===== src/rtl/pstwo_pkg.sv =====
// ----------------------------------------------------------------------------
// pstwo_pkg
// Shared constants and types for the PlayStation-2 gamepad poll engine.
//   - Poll frame command bytes and the helper that selects them by index
//   - Response signature and pad identification codes
//   - Frame-level and bit-level state enumerations
// ----------------------------------------------------------------------------
package pstwo_pkg;

    localparam logic [7:0] CMD_POLL_0   = 8'h01;
    localparam logic [7:0] CMD_POLL_1   = 8'h42;
    localparam logic [7:0] CMD_FILL     = 8'h00;
    localparam logic [7:0] RESP_SIG     = 8'h5A;
    localparam logic [7:0] ID_DIGITAL   = 8'h41;
    localparam logic [7:0] ID_ANALOG    = 8'h73;
    localparam logic [7:0] STICK_CENTER = 8'h80;
    localparam int unsigned FRAME_BYTES = 9;

    // Frame sequencing states owned by the top level.
    typedef enum logic [2:0] {
        ST_IDLE  = 3'd0,
        ST_SETUP = 3'd1,
        ST_XFER  = 3'd2,
        ST_GAP   = 3'd3,
        ST_HOLD  = 3'd4,
        ST_DONE  = 3'd5
    } frame_state_e;

    // Bit-level phases owned by the byte exchanger (LOW/HIGH clock halves).
    typedef enum logic [1:0] {
        PH_IDLE = 2'd0,
        PH_LOW  = 2'd1,
        PH_HIGH = 2'd2
    } bit_phase_e;

    // Command byte sent at a given position of the poll frame.
    function automatic logic [7:0] cmd_byte(input logic [3:0] idx);
        logic [7:0] b;
        case (idx)
            4'd0:    b = CMD_POLL_0;
            4'd1:    b = CMD_POLL_1;
            default: b = CMD_FILL;
        endcase
        return b;
    endfunction

endpackage


===== src/rtl/pstwo_poll_engine_byte_xfer.sv =====
// ----------------------------------------------------------------------------
// pstwo_byte_xfer
// One LSB-first byte exchange on the PS2 link: drives CLK low/high for
// CLK_HALF cycles each, presents command bits on DO while CLK is low and
// samples the synchronized DI on the last cycle of each high half.
// Ports:
//   clk_i, rst_ni   clock, synchronous active-low reset
//   start_i         begin an exchange (only honoured when idle)
//   tx_byte_i       command byte, captured on start
//   di_i            synchronized response data from the pad
//   rx_byte_o       assembled response byte, valid while done_o is high
//   done_o          high during the final cycle of the exchange
//   sclk_o, sdo_o   registered pin drive for PS2_CLK / PS2_DO (idle high)
// ----------------------------------------------------------------------------
module pstwo_byte_xfer
    import pstwo_pkg::*;
#(
    parameter int unsigned CLK_HALF = 100,
    parameter int unsigned CNT_W    = 20
) (
    input  logic       clk_i,
    input  logic       rst_ni,
    input  logic       start_i,
    input  logic [7:0] tx_byte_i,
    input  logic       di_i,
    output logic [7:0] rx_byte_o,
    output logic       done_o,
    output logic       sclk_o,
    output logic       sdo_o
);

    localparam logic [CNT_W-1:0] HALF_LAST = CNT_W'(CLK_HALF - 1);

    bit_phase_e       phase_q;
    logic [CNT_W-1:0] cnt_q;
    logic [2:0]       bit_idx_q;
    logic [6:0]       shift_q;
    logic [7:0]       tx_q;
    logic             sclk_q;
    logic             sdo_q;
    logic             half_last_s;

    // Terminal-count decode and completion flag. done_o and rx_byte_o are
    // combinational so the frame sequencer can move on in the same cycle
    // the last bit is sampled, keeping a byte exactly 16*CLK_HALF long.
    always_comb begin
        half_last_s = (cnt_q == HALF_LAST);
        done_o      = (phase_q == PH_HIGH) && half_last_s && (bit_idx_q == 3'd7);
        rx_byte_o   = {di_i, shift_q};
    end

    // Bit phase sequencer with registered pin drive.
    always_ff @(posedge clk_i) begin
        if (!rst_ni) begin
            phase_q   <= PH_IDLE;
            cnt_q     <= '0;
            bit_idx_q <= 3'd0;
            shift_q   <= 7'h7F;
            tx_q      <= 8'hFF;
            sclk_q    <= 1'b1;
            sdo_q     <= 1'b1;
        end else begin
            case (phase_q)
                PH_IDLE: begin
                    if (start_i) begin
                        phase_q   <= PH_LOW;
                        cnt_q     <= '0;
                        bit_idx_q <= 3'd0;
                        tx_q      <= tx_byte_i;
                        sclk_q    <= 1'b0;
                        sdo_q     <= tx_byte_i[0];
                    end
                end
                PH_LOW: begin
                    if (half_last_s) begin
                        phase_q <= PH_HIGH;
                        cnt_q   <= '0;
                        sclk_q  <= 1'b1;
                    end else begin
                        cnt_q <= cnt_q + 1'b1;
                    end
                end
                PH_HIGH: begin
                    if (half_last_s) begin
                        cnt_q <= '0;
                        if (bit_idx_q != 3'd7) begin
                            shift_q[bit_idx_q] <= di_i;
                            bit_idx_q          <= bit_idx_q + 3'd1;
                            phase_q            <= PH_LOW;
                            sclk_q             <= 1'b0;
                            sdo_q              <= tx_q[bit_idx_q + 3'd1];
                        end else begin
                            // Bit 7 is taken straight from di_i via rx_byte_o.
                            phase_q <= PH_IDLE;
                            sdo_q   <= 1'b1;
                        end
                    end else begin
                        cnt_q <= cnt_q + 1'b1;
                    end
                end
                default: begin
                    phase_q <= PH_IDLE;
                    sclk_q  <= 1'b1;
                    sdo_q   <= 1'b1;
                end
            endcase
        end
    end

    assign sclk_o = sclk_q;
    assign sdo_o  = sdo_q;

endmodule


===== src/rtl/pstwo_poll_engine.sv =====
// ----------------------------------------------------------------------------
// pstwo_poll_engine
// Autonomous PS2 gamepad poller: runs the 9-byte poll frame (01 42 00x7),
// collects the response and publishes buttons/sticks/pad id when the frame
// carries the 0x5A signature.
// Ports:
//   PCLK, PRESETn      clock, synchronous active-low reset
//   enable             auto-poll every POLL_PERIOD cycles while high
//   poll_req           one-cycle request for an immediate frame (if idle)
//   busy               high from frame start through DONE
//   PS2_CS/CLK/DO      pad pin drive (all idle high)
//   PS2_DI             asynchronous pad response data
//   keys               {byte4, byte3}, active low
//   stick_rx..ly       response bytes 5..8
//   pad_id             response byte 1
//   frame_valid/err    one-cycle pulses for accepted/rejected frames
// ----------------------------------------------------------------------------
module pstwo_poll_engine
    import pstwo_pkg::*;
#(
    parameter int unsigned CLK_HALF    = 100,
    parameter int unsigned BYTE_GAP    = 800,
    parameter int unsigned CS_SETUP    = 800,
    parameter int unsigned POLL_PERIOD = 1000000,
    parameter int unsigned CNT_W       = 20
) (
    input  logic        PCLK,
    input  logic        PRESETn,
    input  logic        enable,
    input  logic        poll_req,
    output logic        busy,
    output logic        PS2_CS,
    output logic        PS2_CLK,
    output logic        PS2_DO,
    input  logic        PS2_DI,
    output logic [15:0] keys,
    output logic [7:0]  stick_rx,
    output logic [7:0]  stick_ry,
    output logic [7:0]  stick_lx,
    output logic [7:0]  stick_ly,
    output logic [7:0]  pad_id,
    output logic        frame_valid,
    output logic        frame_err
);

    // SETUP holds an entry cycle (CS drops) followed by CS_SETUP wait cycles.
    localparam logic [CNT_W-1:0] SETUP_LAST = CNT_W'(CS_SETUP);
    localparam logic [CNT_W-1:0] HOLD_LAST  = CNT_W'(CS_SETUP - 1);
    localparam logic [CNT_W-1:0] GAP_LAST   = CNT_W'(BYTE_GAP - 1);
    localparam logic [CNT_W-1:0] POLL_LAST  = CNT_W'(POLL_PERIOD - 1);

    frame_state_e     state_q;
    logic [CNT_W-1:0] cnt_q;
    logic [CNT_W-1:0] poll_q;
    logic [3:0]       byte_idx_q;
    logic [7:0]       resp_q [FRAME_BYTES];
    logic             cs_q;
    logic             busy_q;
    logic             di_meta_q;
    logic             di_sync_q;
    logic [15:0]      keys_q;
    logic [7:0]       rx_q, ry_q, lx_q, ly_q, pad_id_q;
    logic             valid_q;
    logic             err_q;

    logic             poll_fire_s;
    logic             xfer_start_s;
    logic [3:0]       tx_idx_s;
    logic [7:0]       tx_byte_s;
    logic [7:0]       rx_byte_s;
    logic             xfer_done_s;

    // Two-flop synchronizer for the asynchronous pad data line.
    always_ff @(posedge PCLK) begin
        if (!PRESETn) begin
            di_meta_q <= 1'b1;
            di_sync_q <= 1'b1;
        end else begin
            di_meta_q <= PS2_DI;
            di_sync_q <= di_meta_q;
        end
    end

    // Frame trigger and byte-exchange launch decode.
    always_comb begin
        poll_fire_s  = 1'b0;
        xfer_start_s = 1'b0;
        tx_idx_s     = byte_idx_q;
        if (state_q == ST_IDLE) begin
            poll_fire_s = poll_req || (enable && (poll_q == POLL_LAST));
        end else begin
            poll_fire_s = 1'b0;
        end
        if ((state_q == ST_SETUP) && (cnt_q == SETUP_LAST)) begin
            xfer_start_s = 1'b1;
        end else if ((state_q == ST_GAP) && (cnt_q == GAP_LAST)) begin
            // The exchange launched from GAP carries the next byte.
            xfer_start_s = 1'b1;
            tx_idx_s     = byte_idx_q + 4'd1;
        end else begin
            xfer_start_s = 1'b0;
        end
        tx_byte_s = cmd_byte(tx_idx_s);
    end

    pstwo_byte_xfer #(
        .CLK_HALF (CLK_HALF),
        .CNT_W    (CNT_W)
    ) u_xfer (
        .clk_i     (PCLK),
        .rst_ni    (PRESETn),
        .start_i   (xfer_start_s),
        .tx_byte_i (tx_byte_s),
        .di_i      (di_sync_q),
        .rx_byte_o (rx_byte_s),
        .done_o    (xfer_done_s),
        .sclk_o    (PS2_CLK),
        .sdo_o     (PS2_DO)
    );

    // Frame sequencer: CS framing, inter-byte gaps, validation and outputs.
    always_ff @(posedge PCLK) begin
        if (!PRESETn) begin
            state_q    <= ST_IDLE;
            cnt_q      <= '0;
            poll_q     <= '0;
            byte_idx_q <= 4'd0;
            for (int i = 0; i < FRAME_BYTES; i++) begin
                resp_q[i] <= 8'h00;
            end
            cs_q       <= 1'b1;
            busy_q     <= 1'b0;
            keys_q     <= 16'hFFFF;
            rx_q       <= STICK_CENTER;
            ry_q       <= STICK_CENTER;
            lx_q       <= STICK_CENTER;
            ly_q       <= STICK_CENTER;
            pad_id_q   <= 8'h00;
            valid_q    <= 1'b0;
            err_q      <= 1'b0;
        end else begin
            valid_q <= 1'b0;
            err_q   <= 1'b0;
            case (state_q)
                ST_IDLE: begin
                    if (poll_fire_s) begin
                        state_q    <= ST_SETUP;
                        cnt_q      <= '0;
                        poll_q     <= '0;
                        byte_idx_q <= 4'd0;
                        cs_q       <= 1'b0;
                        busy_q     <= 1'b1;
                    end else if (enable) begin
                        poll_q <= poll_q + 1'b1;
                    end
                end
                ST_SETUP: begin
                    if (cnt_q == SETUP_LAST) begin
                        state_q <= ST_XFER;
                        cnt_q   <= '0;
                    end else begin
                        cnt_q <= cnt_q + 1'b1;
                    end
                end
                ST_XFER: begin
                    if (xfer_done_s) begin
                        resp_q[byte_idx_q] <= rx_byte_s;
                        cnt_q              <= '0;
                        if (byte_idx_q == 4'd8) begin
                            state_q <= ST_HOLD;
                        end else begin
                            state_q <= ST_GAP;
                        end
                    end
                end
                ST_GAP: begin
                    if (cnt_q == GAP_LAST) begin
                        byte_idx_q <= byte_idx_q + 4'd1;
                        state_q    <= ST_XFER;
                        cnt_q      <= '0;
                    end else begin
                        cnt_q <= cnt_q + 1'b1;
                    end
                end
                ST_HOLD: begin
                    if (cnt_q == HOLD_LAST) begin
                        cs_q    <= 1'b1;
                        state_q <= ST_DONE;
                        cnt_q   <= '0;
                    end else begin
                        cnt_q <= cnt_q + 1'b1;
                    end
                end
                ST_DONE: begin
                    if (resp_q[2] == RESP_SIG) begin
                        keys_q   <= {resp_q[4], resp_q[3]};
                        pad_id_q <= resp_q[1];
                        // A digital pad has no analog bytes; report centred sticks.
                        if (resp_q[1] == ID_DIGITAL) begin
                            rx_q <= STICK_CENTER;
                            ry_q <= STICK_CENTER;
                            lx_q <= STICK_CENTER;
                            ly_q <= STICK_CENTER;
                        end else begin
                            rx_q <= resp_q[5];
                            ry_q <= resp_q[6];
                            lx_q <= resp_q[7];
                            ly_q <= resp_q[8];
                        end
                        valid_q <= 1'b1;
                    end else begin
                        err_q <= 1'b1;
                    end
                    busy_q  <= 1'b0;
                    state_q <= ST_IDLE;
                end
                default: begin
                    state_q <= ST_IDLE;
                    cs_q    <= 1'b1;
                    busy_q  <= 1'b0;
                end
            endcase
        end
    end

    assign busy        = busy_q;
    assign PS2_CS      = cs_q;
    assign keys        = keys_q;
    assign stick_rx    = rx_q;
    assign stick_ry    = ry_q;
    assign stick_lx    = lx_q;
    assign stick_ly    = ly_q;
    assign pad_id      = pad_id_q;
    assign frame_valid = valid_q;
    assign frame_err   = err_q;

endmodule


===== config.mk =====
export PLATFORM = sky130hd
export DESIGN_NAME = pstwo_poll_engine
export DESIGN_NICKNAME = d
export VERILOG_FILES = /design/src/rtl/pstwo_pkg.sv /design/src/rtl/pstwo_poll_engine_byte_xfer.sv /design/src/rtl/pstwo_poll_engine.sv
export SDC_FILE = /design/constraint.sdc
export NUM_CORES = 1
export LEC_CHECK = 0
export BUFFER_PORTS_ARGS = -buffer_cell sky130_fd_sc_hd__buf_4
export CAP_MARGIN = 20
export CORE_MARGIN = 3
export CORE_UTILIZATION = 60
export DETAILED_ROUTE_END_ITERATION = 8
export PLACE_DENSITY = 0.79
export SLEW_MARGIN = 20
export SYNTH_ARGS = -nofsm -noshare
export SYNTH_HDL_FRONTEND = slang
export SYNTH_SLANG_ARGS = --single-unit

===== constraint.sdc =====
create_clock -name PCLK -period 3.5 [get_ports PCLK]
set_input_delay 0.35 -clock PCLK [delete_from_list [all_inputs] [get_ports PCLK]]
set_output_delay 0.35 -clock PCLK [all_outputs]
set_load 0.05 [all_outputs]

==> reports/qor.yml <==
clock_network:
  cts_resized: 0
  cts_root_buffer: "clkbuf_16"
  htree_levels: 1
  max-clock-path-buffers: 3
  cts_tree: "built"
  clock_sinks: 210
  cts_hold_buf: 0
  clock_latency_ns: 0.51
  numCtsBuffers: 22
  clk_pin_slew_ns: 0.06
  cts_setup_buffers: 0
logic_synthesis:
  synth_edf_count: 64
  yosysUniqueCellTypes: 70
  synthesis.nets: 984
  synth_area_um2: 9205
  synth_top_area_cell: "dfxtp_1"
  synth.yosys.seq_area_share_pct: 52.63
  async_flop_share_pct: 0
  synthCells: 965
  synth_flop_cell: "dfxtp_1"
  yosys-top-cells-area: "dfxtp_1, edfxtp_1, nand2_1, and3_1, nor2_1"
  yosysTopAreaCellShare_pct: 31.75
  yosys_warnings: 0
  synth_area_per_cell_um2: 9.539
  ys_seq_elements: 210
worst_setup_path:
  start_kind: "register"
  cp-end-kind: "register"
  max_stage_delay_ns: 0.50
  critPathSlowestCell: "nor3b_4"
  critical_path_buf_inv_count: 0
  path_cells: "ha_1 -> ha_1 -> and2_1 -> nand3b_1 -> or3_1 -> nor3b_4 -> nand2_1 -> nand2_1"
  crit_family: "simple AND/OR/NAND/NOR gates"
  worstPathMaxFanout: 12
  critPathKind: "reg2reg"
  crit_required_ns: 3.68
  arrival_ns: 3.04
timing:
  setup_viol: 0
  drv_slew: 0
  worst_pin_slew_ns: 0.9369
  timing.hold.ws_ns: 0.03303
  relSlewSlack_pct: 36.96
  hold_viol_final: 0
  fin_crit_ns: 2.860
  setup_slack_ns: 0.6397
  clock_skew_ns: 0.01996
  rsz0062_at_grt: "no"
  fmax_mhz: 349.6
  fin_setup_tns_ns: 0
  fin_crit_sh_pct: 81.72
floorplanning:
  placementRows: 44
  start_util_pct: 62.39
  die_h_um: 129.9
  core_um2: 14750
  die_w_um: 129.9
  die-area_um2: 16860
  ios: 67
grt:
  grt_start_max_net_pins: 53
  grt_pass1_wl_mm: 32.03
  grt.overflow.total: 0
  grt_pass1_vias: 6590
  antenna_found_initial: 0
  gr-usage-all-layers_pct: 22.93
finish:
  seqCellArea_um2: 4845
  diodes: 0
  num-nets-final: 1037
  drive_gt1_share_pct: 13.44
  nFillCells: 1142
  final_cell_mix: "dfxtp_1, nand2_1, nor2_1"
  areaGrowthSynthToFinish_pct: 14.53
  layout_commonest_cell: "dfxtp_1"
  multi_input_area_um2: 4079
drt:
  drt-wirelength-per-cell_um: 16.07
  drtIter0Drc: 550
  dr.pass1.iters: 4
  drc: 0
  viasPerCell: 5.908
  num_vias: 7196
  wirelength_mm: 19.58
  postRouteAntennaNets: 0
placed_design:
  numPortBuffers: 66
  gp_congestion: 0.8404
  place_ws_ns: 0.6509
  dp_hpwl_mm: 13.01
pwr:
  vdd_drop_max_mv: 0.3626
  p_total_w: 0.005311
  power_leakage_nw: 4.154
  power.density_nw_per_um2: 503.8
run_status:
  outcome: "complete, no violations"
flow_run:
  maxCapViolations: 0
hold_path:
  min_path_type: "in2reg"
[power by group]
part	total (W)	internal, W	switching [W]
registers	0.00262	0.00256	0.0000558
clock network	0.00220	0.00129	0.000911
logic	0.000492	0.000160	0.000332
[logic make-up after synthesis]
| family | share of synthesized area (%) |
|---|---|
| and+or+nand+nor | 26.95 |
| buffers and inverters | 3.153 |
| xor gates and xnor gates | 3.996 |
| AOI/OAI and AO/OA | 10.14 |
| adders and majority gates | 1.903 |
| muxes | 1.223 |
| DFF | 52.63 |
[final cells by class]
type                            instances  area share, %
Sequential cell                       210          45.95
Multi-Input combinational cell        681          38.69
Timing Repair Buffer                   82          5.839
Clock buffer                           27          5.685
Tap cell                              184          2.184
Clock inverter                         13         0.9020
Inverter                               21         0.7477
[worst paths after layout]
path | start | endpoint | slack, ns | cells after the start
worst min-delay path | PS2_DI | di_meta_q | 0.03 | 2
worst min register to register | di_meta_q | di_sync_q | 0.40 | 1
worst max-delay path | u_xfer.bit_idx_q[1] | resp_q[6][5] | 0.64 | 8
worst max register to register | u_xfer.bit_idx_q[1] | resp_q[6][5] | 0.64 | 8
[state kept, by name (all words and copies together) (netlist names), 16 cells and up]
register and cells:
resp_q 64, cnt_q 20, poll_q 20, u_xfer.cnt_q 20
keys 16
[layer usage]
metal  up-vias  wire length, um  GRT usage, %
li1       3574                -             -
met1      3401             8638         30.80
met2       196             9523         39.52
met3        25             1085         3.479
met4         0              328         5.257
met5         -                0             0
[cells in the mapped netlist, types with 9 or more instances]
cell / number
a22oi_1: 31
or3_1: 12
dfxtp_1: 146
inv_1: 20
and2_1: 12
nor2_1: 103
nand4_1: 31
xor2_1: 32
nor4_1: 15
o21ai_0: 23
clkbuf_1: 45
xnor2_1: 10
and3_1: 63
nand2_1: 126
a21oi_1: 31
edfxtp_1: 64
mux2i_1: 9
nand3_1: 52
ha_1: 14
[metrics by stage]
stage | std cells | util, % | area, um2
final | 1218 | 71.46 | 10540
after CTS | 1218 | 71.46 | 10540
after detailed placement | 1178 | 66.75 | 9848
after global placement | 1178 | 66.75 | 9848
after floorplan | 965 | - | 9205
after global routing | 1218 | 71.46 | 10540
Note: power is estimated with default switching activity, not from simulation.
